**config.mk**
```make
export PLATFORM = sky130hd
export DESIGN_NAME = pipe_stage_chain
export DESIGN_NICKNAME = d
export VERILOG_FILES = /design/src/rtl/pipe_stage_chain.sv
export SDC_FILE = /design/constraint.sdc
export NUM_CORES = 1
export LEC_CHECK = 0
export BUFFER_PORTS_ARGS = -buffer_cell sky130_fd_sc_hd__buf_2
export CAP_MARGIN = 20
export CORE_ASPECT_RATIO = 2
export CORE_MARGIN = 2
export CORE_UTILIZATION = 51
export CTS_CLUSTER_SIZE = 8
export DETAILED_ROUTE_END_ITERATION = 6
export HOLD_SLACK_MARGIN = 0.02
export PLACE_DENSITY = 0.87
export SLEW_MARGIN = 10
export SYNTH_ARGS = -nofsm -noshare
export SYNTH_HDL_FRONTEND = slang
export SYNTH_SLANG_ARGS = --single-unit
```
**constraint.sdc**
```tcl
create_clock -name clk -period 2 [get_ports clk]
set_input_delay 0.3 -clock clk [delete_from_list [all_inputs] [get_ports clk]]
set_output_delay 0.3 -clock clk [all_outputs]
set_load 0.05 [all_outputs]
```
**src/rtl/pipe_stage_chain.sv**
```systemverilog
// Valid/ready pipeline register chain with bubble collapsing and synchronous flush.
// Optional stall counter port and logic are enabled by defining PIPE_STALL_CNT_EN.
module pipe_stage_chain #(
    parameter int WIDTH = 32,
    parameter int DEPTH = 2
) (
    input  logic                       clk,
    input  logic                       rst_n,
    input  logic                       flush,
    input  logic                       in_valid,
    output logic                       in_ready,
    input  logic [WIDTH-1:0]           in_data,
    output logic                       out_valid,
    input  logic                       out_ready,
    output logic [WIDTH-1:0]           out_data,
    output logic [$clog2(DEPTH+1)-1:0] occupancy
`ifdef PIPE_STALL_CNT_EN
    ,
    output logic [31:0]                stall_cnt
`endif
);

    localparam int OCC_W = $clog2(DEPTH+1);

    logic [DEPTH-1:0] stageValid_q;
    logic [DEPTH-1:0] stageValid_d;
    logic [WIDTH-1:0] stageData_q [DEPTH];
    logic [WIDTH-1:0] stageData_d [DEPTH];
    logic [DEPTH-1:0] adv;
    logic [DEPTH-1:0] srcValid;
    logic [WIDTH-1:0] srcData [DEPTH];
    logic [OCC_W-1:0] occCount;

    // A stage may advance when the output drains or any stage at or beyond it is empty.
    always_comb begin
        logic hole;
        adv = '0;
        for (int i = 0; i < DEPTH; i++) begin
            hole = 1'b0;
            for (int j = i; j < DEPTH; j++) begin
                hole = hole | ~stageValid_q[j];
            end
            adv[i] = out_ready | hole;
        end
    end

    always_comb begin
        srcValid[0] = in_valid;
        srcData[0]  = in_data;
        for (int i = 1; i < DEPTH; i++) begin
            srcValid[i] = stageValid_q[i-1];
            srcData[i]  = stageData_q[i-1];
        end
    end

    // Flush kills every valid bit but never touches the data registers.
    always_comb begin
        stageValid_d = stageValid_q;
        stageData_d  = stageData_q;
        for (int i = 0; i < DEPTH; i++) begin
            if (flush) begin
                stageValid_d[i] = 1'b0;
            end else if (adv[i]) begin
                stageValid_d[i] = srcValid[i];
                if (srcValid[i]) begin
                    stageData_d[i] = srcData[i];
                end
            end
        end
    end

    always_ff @(posedge clk or negedge rst_n) begin
        if (!rst_n) begin
            stageValid_q <= '0;
            for (int i = 0; i < DEPTH; i++) begin
                stageData_q[i] <= '0;
            end
        end else begin
            stageValid_q <= stageValid_d;
            stageData_q  <= stageData_d;
        end
    end

    always_comb begin
        occCount = '0;
        for (int i = 0; i < DEPTH; i++) begin
            occCount = occCount + OCC_W'(stageValid_q[i]);
        end
    end

    assign in_ready  = adv[0];
    assign out_valid = stageValid_q[DEPTH-1];
    assign out_data  = stageData_q[DEPTH-1];
    assign occupancy = occCount;

`ifdef PIPE_STALL_CNT_EN
    logic [31:0] stallCnt_q;

    // Saturating count of cycles where the output is held back; flush does not clear it.
    always_ff @(posedge clk or negedge rst_n) begin
        if (!rst_n) begin
            stallCnt_q <= '0;
        end else if (out_valid && !out_ready && (stallCnt_q != 32'hFFFF_FFFF)) begin
            stallCnt_q <= stallCnt_q + 32'd1;
        end
    end

    assign stall_cnt = stallCnt_q;
`endif

endmodule

```
## Word-level counts from Yosys, hierarchy flattened

Cells that the tools add are included.

- Register bits after elaboration: 66
- Bits of input ports: 37
- Logic and storage cells: 19

- $add $sub $neg: 1
- Mux-type cells: 4
- Bitwise operators: 6
- Reduce and logical (&&, ||, !) cells: 4

Operator list:

| operator | number |
|---|---|
| $reduce_and A3 Y1 | 2 |
| $mux W1 | 4 |
| $reduce_bool A2 Y1 | 2 |
| $not A1 Y1 | 3 |
| $or A1 B1 Y1 | 3 |
| $add A1 B1 Y2 | 1 |

## Logic depth before layout (Yosys ltp)

Gate-level depths: netlist of run 1.

- Depth in word-level cells: 5
- Gate-level depth with buffers: 5

## Worst setup path after synthesis of run 1

No wires, ideal clock.

- Path kind: register to register
- Start: register stageValid_q[1]
- End: register stageData_q, in the netlist srcData[12]
- Arrival: 2,090 ps
- Data required time: 1,875 ps
- Slack: -214 ps
- Stages on the path, launching flop included: 6
- Cells stage by stage: dfrtp_1 > ha_1 > nor2b_2 > nor3b_4 > buf_6 > mux2_2

- Longest elaborated chain between the ends: 4

Ends and longest elaborated chain:

| element | line | source |
|---|---|---|
| from (decl) | 25 | `logic [DEPTH-1:0] stageValid_q;` |
| from (signal assigned) | 79 | `stageValid_q <= stageValid_d;` |
| $not A1 Y1 | 41 | `hole = hole \| ~stageValid_q[j];` |
| $or A1 B1 Y1 | 41 |  |
| $or A1 B1 Y1 | 43 | `adv[i] = out_ready \| hole;` |
| $reduce_and A3 Y1 (no line) | n/a |  |
| to (signal assigned) | 80 | `stageData_q <= stageData_d;` |
| to (decl) | 27 | `logic [WIDTH-1:0] stageData_q [DEPTH];` |

No other way between the ends.
A chain may end at the register's enable or synchronous reset.

## Worst setup path in the final report of run 1

- Start: register stageValid_q[0]
- End: register stageData_q, in the netlist srcData[24]

Same word-level chain as after synthesis.

==> results of run 1 <==
## critical path: cells and delay by family (launching register included)
| kind | cells | cell delay, ns |
|---|---|---|
| adder cells (fa/ha/maj) | 1 | 0.18 |
| AND/OR/NAND/NOR | 2 | 0.35 |
| flip-flops | 1 | 0.43 |
| multiplexers | 1 | 0.37 |
| buffers and inverters | 1 | 0.28 |
## cell families (layout without fill, tap and decap cells)
group | count (synthesis) | in the layout
AND/OR/NAND/NOR | 7 | 7
multiplexers | 65 | 65
buffers and inverters | 7 | 91
adder cells (fa/ha/maj) | 1 | 1
flip-flops | 66 | 66
## per-layer routing
layer  global-route usage [%]  vias up  routed length, um
met1                     19.0      724               1620
li1                         -      677                  -
met5                        0        -                  0
met3                     8.07        6                288
met4                     9.34        0                 70
met2                     28.1       53               2420
## through the flow
step / area [sq um] / hold slack (ns) / utilization (%)
CTS: 3150 / 0.169 / 65.3
global placement: 2970 / 0.339 / 61.6
detailed placement: 2970 / 0.344 / 61.6
finish: 3150 / 0.191 / 65.3
global route: 3150 / 0.169 / 65.3
floorplan: 2540 / 0.00441 / -
## path summary, 6_finish.rpt
path	cells after the start	to	startpoint
worst max-delay path	5	srcData[24]	stageValid_q[0]
worst min-delay path	2	srcData[0]	in_data[0]
worst max register to register	5	srcData[24]	stageValid_q[0]
worst min register to register	1	srcData[15]	srcData[15]
max in group asynchronous	3	stageValid_q[1]	rst_n
min in group asynchronous	3	out_data[25]	rst_n
## repair_timing
action | CTS | global route
endpoints found under the setup margin | 0 | 0
hold buffers | 1 | 0
hold endpoints to repair | 66 | 0
## cell type report
class	instances	area (sq um)	share of cell area, %
multi-input cells	73	820	26.1
inverters	1	3.75	0.119
clock buffers	12	165	5.25
well taps	57	71.3	2.27
repair buffers	78	433	13.8
flip-flops and latches	66	1650	52.5
## power by group through the flow
stage,clock [W],sequential (W),combinational (W)
finish,0.000941,0.00177,0.00134
global route,0.00104,0.00181,0.00141
CTS,0.000985,0.00178,0.00136
detailed placement,0,0.00180,0.00135
global placement,0,0.00179,0.00133
floorplan,0,0.00248,0.000322
## state kept, by name (all words and copies together), names as in the netlist
signal / count
stageValid_q: 2
out_data: 32
srcData: 32
## placed cells by master, fill, tap and decap left out, drive strengths merged
cell type / count
nor2b: 2
inv: 1
dlygate4sd3: 1
ha: 1
buf: 77
mux2: 64
clkbuf: 12
dfrtp: 66
nor3b: 2
nor2: 3
mux2i: 1
==> impl_metrics.csv, run 1 <==
group,metric,value,unit
run_status,run_status,"complete, no violations",
die,core_area,4820,sq um
synth,ys_seq_elements,66,
die,die_h,104,um
clocking,worstSkewPairLatency,0.33,ns
critical_path,path_class,"register to register",
synth,syn_avg_cell_area,17.3,sq um
sta,fin_crit_sh,86.6,%
synth,synth_top_area_share,65.3,%
routing,dr.pass1.iters,4,
sta,setup_viol,0,
power,p_sw_share,36.9,%
power,combinationalPowerShare,33.0,%
sta,drv_slew,0,
critical_path,rrSetupSlack,0.27,ns
clocking,cts_buffers,9,
power,p_per_area,1290,nW/um^2
synth,netlist_instances,146,
grt,grt_max_degree,67,
clocking,cts_tree,"built",
synth,synth_largest_area_cell,"dfrtp_1",
critical_path,max_stage_delay,0.43,ns
cells_and_area,n_antenna_cell,0,
sta,worst_slack,0.267,ns
routing,via_per_inst,5.09,
place,gp_congestion,0.744,
critical_path,crit_path_start_kind,"register",
grt,grt_pass1_wl,7.05,mm
synth,yosysWarningCount,0,
sta,hold_viol_final,0,
synth,synth_top_family_by_area,"multiplexers",
sta,max_freq,0.577,GHz
power,p_clk_share,23.2,%
cells_and_area,finalNonFillerCells,287,
critical_path,cp_slowest_cell,"dfrtp_1",
clocking,post-cts-setup-buffer-count,0,
critical_path,path_cells,"ha_4 -> nor2b_2 -> nor3b_4 -> buf_4 -> mux2_2",
clocking,cts.repair.resized,0,
routing,drt-total-wl,4.40,mm
place,numPortBuffers,72,
sta,relSlewSlack,72.7,%
place,dp_slack,0.246,ns
clocking,clkTransAtPathRegs,0.06,ns
critical_path,worstPathArrival,1.94,ns
power,p_leak,1.47,nW
cells_and_area,nets,267,
grt,grt_overflow,0,
clocking,numClockSinks,66,
die,die-width,53.8,um
grt,track_usage,17.8,%
power,power.switching,0.00150,W
routing,ant_nets,0,
flow_run,maxCapViolCount,0,
routing,num_vias,1460,
synth,synth_xor_area_share,0,%
critical_path,critical_path.max_fanout,19,
synth,syn_nets,184,
critical_path,cp_data_required_time,2.21,ns
clocking,clockBufferDepth,2,
routing,drt_iter0_markers,10,
sta,fin_worst_skew,0.00533,ns
power,vdd_ir_drop_max,838,uV
synth,yosysMostFrequentCell,"dfrtp_1",
synth,synth_adder_area_share,0.495,%
die,ioPinCount,73,
sta,min_period,1.73,ns
routing,drc,0,
sta,rsz0062_at_grt,"no",
power,power,0.00406,W
grt,grt_pass1_vias,1553,
synth,synthTopCellsByArea,"dfrtp_1 (65%), mux2_2 (26%), buf_6 (2.7%)",
sta,tightestPinTransition,0.409,ns
power,intPower,0.00256,W
place,detailed_place_hpwl,3.22,mm
place,post-place-cells,274,
cells_and_area,fillers,371,
cells_and_area,syn2layout_area_growth,24.3,%
synth,yosys_most_used_dff,"dfrtp_1",
die,initial_core_util,52.5,%
synth,yosysSeqAreaShare,65.3,%
clocking,htreeDepth,3,
cells_and_area,drive_above_1_share,66.5,%
synth,netlist_area,2530,sq um
die,die_area,5570,sq um
synth,ys_types,11,
synth,synthSimpleGateAreaFrac,2.52,%
die,row_count,36,
clocking,root_buffer,"clkbuf_8",
synth,synth_common_cells,"dfrtp_1 (66), mux2_2 (59), buf_6 (6), mux2_1 (5), nor2_1 (3)",
synth,synth_edf_count,0,
synth,synth.area.mux_share,28.9,%
critical_path,endpoint_kind,"register",
hold_path,hold_class,"input pin to register",
synth,synthArstFlopShare,100,%
routing,wl_per_cell,15.3,um
synth,synth_compound_gate_area_share,0,%
power,power_frac_seq,43.8,%
grt,antenna_found_initial,0,
sta,tns,0,ns
Note: power is estimated with default switching activity, not from simulation.
==> inputs of run 2 (changes only) <==
--- a/config.mk
+++ b/config.mk
@@ -14,6 +14,7 @@
 export DETAILED_ROUTE_END_ITERATION = 6
 export HOLD_SLACK_MARGIN = 0.02
 export PLACE_DENSITY = 0.87
+export RECOVER_POWER = 100
 export SLEW_MARGIN = 10
 export SYNTH_ARGS = -nofsm -noshare
 export SYNTH_HDL_FRONTEND = slang
==> impl_metrics.csv, run 2 (synthesis gave the netlist of run 1 again) <==
group,metric,value,unit
run_status,run_status,"complete, no violations",
critical_path,critical_path.max_fanout,4,
die,initial_core_util,52.5,%
routing,via_per_inst,5.05,
clocking,post-cts-setup-buffer-count,0,
critical_path,max_stage_delay,0.48,ns
clocking,clkTransAtPathRegs,0.06,ns
clocking,htreeDepth,3,
sta,max_freq,0.557,GHz
sta,tns,0,ns
die,core_area,4820,sq um
sta,fin_worst_skew,0.00509,ns
sta,worst_slack,0.205,ns
cells_and_area,fillers,387,
sta,drv_slew,0,
die,row_count,36,
sta,setup_viol,0,
clocking,clockBufferDepth,2,
power,p_per_area,1300,nW/um^2
critical_path,cp_num_buf_inv,1,
routing,wl_per_cell,15.3,um
critical_path,worstPathArrival,1.50,ns
grt,grt_max_degree,67,
routing,dr.pass1.iters,2,
die,die_area,5570,sq um
sta,tightestPinTransition,0.870,ns
cells_and_area,finalCoreUtilization,63.8,%
clocking,numClockSinks,66,
critical_path,path_cells,"ha_1 -> clkbuf_1",
sta,min_period,1.80,ns
power,vdd_ir_drop_max,827,uV
critical_path,crit_path_start_kind,"register",
routing,ant_nets,0,
critical_path,path_class,"register to output port",
routing,drt_iter0_markers,14,
grt,grt_pass1_vias,1553,
critical_path,endpoint_kind,"output port",
sta,fin_crit_sh,89.8,%
cells_and_area,drive_above_1_share,50.9,%
cells_and_area,syn2layout_area_growth,21.5,%
grt,antenna_found_initial,0,
place,gp_congestion,0.744,
clocking,cts_tree,"built",
cells_and_area,final_common_cell,"dfrtp_1",
power,p_leak,1.36,nW
cells_and_area,layout_common_cells,"dfrtp_1 (65), mux2_2 (59), buf_2 (36)",
routing,drc,0,
die,ioPinCount,73,
clocking,root_buffer,"clkbuf_8",
die,die_h,104,um
place,detailed_place_hpwl,3.22,mm
sta,rsz0062_at_grt,"no",
critical_path,crit_family,"buffers and inverters",
hold_path,hold_class,"input pin to register",
clocking,worstSkewPairLatency,0.33,ns
place,numPortBuffers,72,
flow_run,maxCapViolCount,0,
cells_and_area,n_antenna_cell,0,
sta,hold_viol_final,0,
routing,num_vias,1449,
critical_path,cp_slowest_cell,"clkbuf_1",
sta,relSlewSlack,42.0,%
routing,drt-total-wl,4.39,mm
grt,grt_pass1_wl,7.05,mm
clocking,cts_buffers,9,
grt,track_usage,17.8,%
cells_and_area,nets,267,
critical_path,cp_data_required_time,1.70,ns
die,die-width,53.8,um
grt,grt_overflow,0,
place,dp_slack,0.246,ns
[run 2: final cells by class]
class / instances / area, sq um / area share, %
tap: 57 / 71.3 / 2.32
timing repair buffer: 78 / 374 / 12.2
multi-input combinational: 73 / 807 / 26.3
inverter: 1 / 3.75 / 0.122
clock buffer: 12 / 165 / 5.37
sequential: 66 / 1650 / 53.8
[run 2: through the flow]
step,cells,total power (W),cell area [sq um],hold slack [ns]
finish,287,0.00400,3070,0.190
floorplan,146,0.00281,2540,0.00441
detailed placement,274,0.00316,2970,0.344
CTS,287,0.00412,3150,0.169
global placement,274,0.00312,2970,0.339
global route,287,0.00419,3070,0.169
[run 2: what timing repair did]
| action | CTS | global route |
|---|---|---|
| hold endpoints to repair | 66 | 0 |
| hold buffers | 1 | 0 |
| resized for setup | 0 | 0 |
[run 2: metal layers]
| layer | up-vias | global-route usage (%) | part of all wire [%] |
|---|---|---|---|
| li1 | 676 | - | - |
| met1 | 715 | 19.0 | 37 |
| met2 | 52 | 28.1 | 55 |
| met3 | 6 | 8.07 | 6.5 |
| met4 | 0 | 9.34 | 1.7 |
| met5 | - | 0 | 0 |
[run 2: worst paths after layout]
check | startpoint | to | slack (ns) | cells past startpoint
setup / recovery | stageValid_q[0] | occupancy[0] | 0.20 | 2
hold / removal | in_data[0] | srcData[0] | 0.19 | 2
setup reg to reg | stageValid_q[1] | srcData[24] | 0.21 | 5
hold reg to reg | srcData[15] | srcData[15] | 0.48 | 1
max in group asynchronous | rst_n | stageValid_q[1] | 0.64 | 3
min in group asynchronous | rst_n | out_data[25] | 0.73 | 3
[run 2: power breakdown]
group | total (W) | internal [W] | leakage (nW) | switching [W]
Combinational | 0.00128 | 0.000340 | 0.493 | 0.000936
Clock | 0.000942 | 0.000524 | 0.0863 | 0.000419
Sequential | 0.00178 | 0.00163 | 0.782 | 0.000147
Total | 0.00400 | 0.00250 | 1.36 | 0.00150
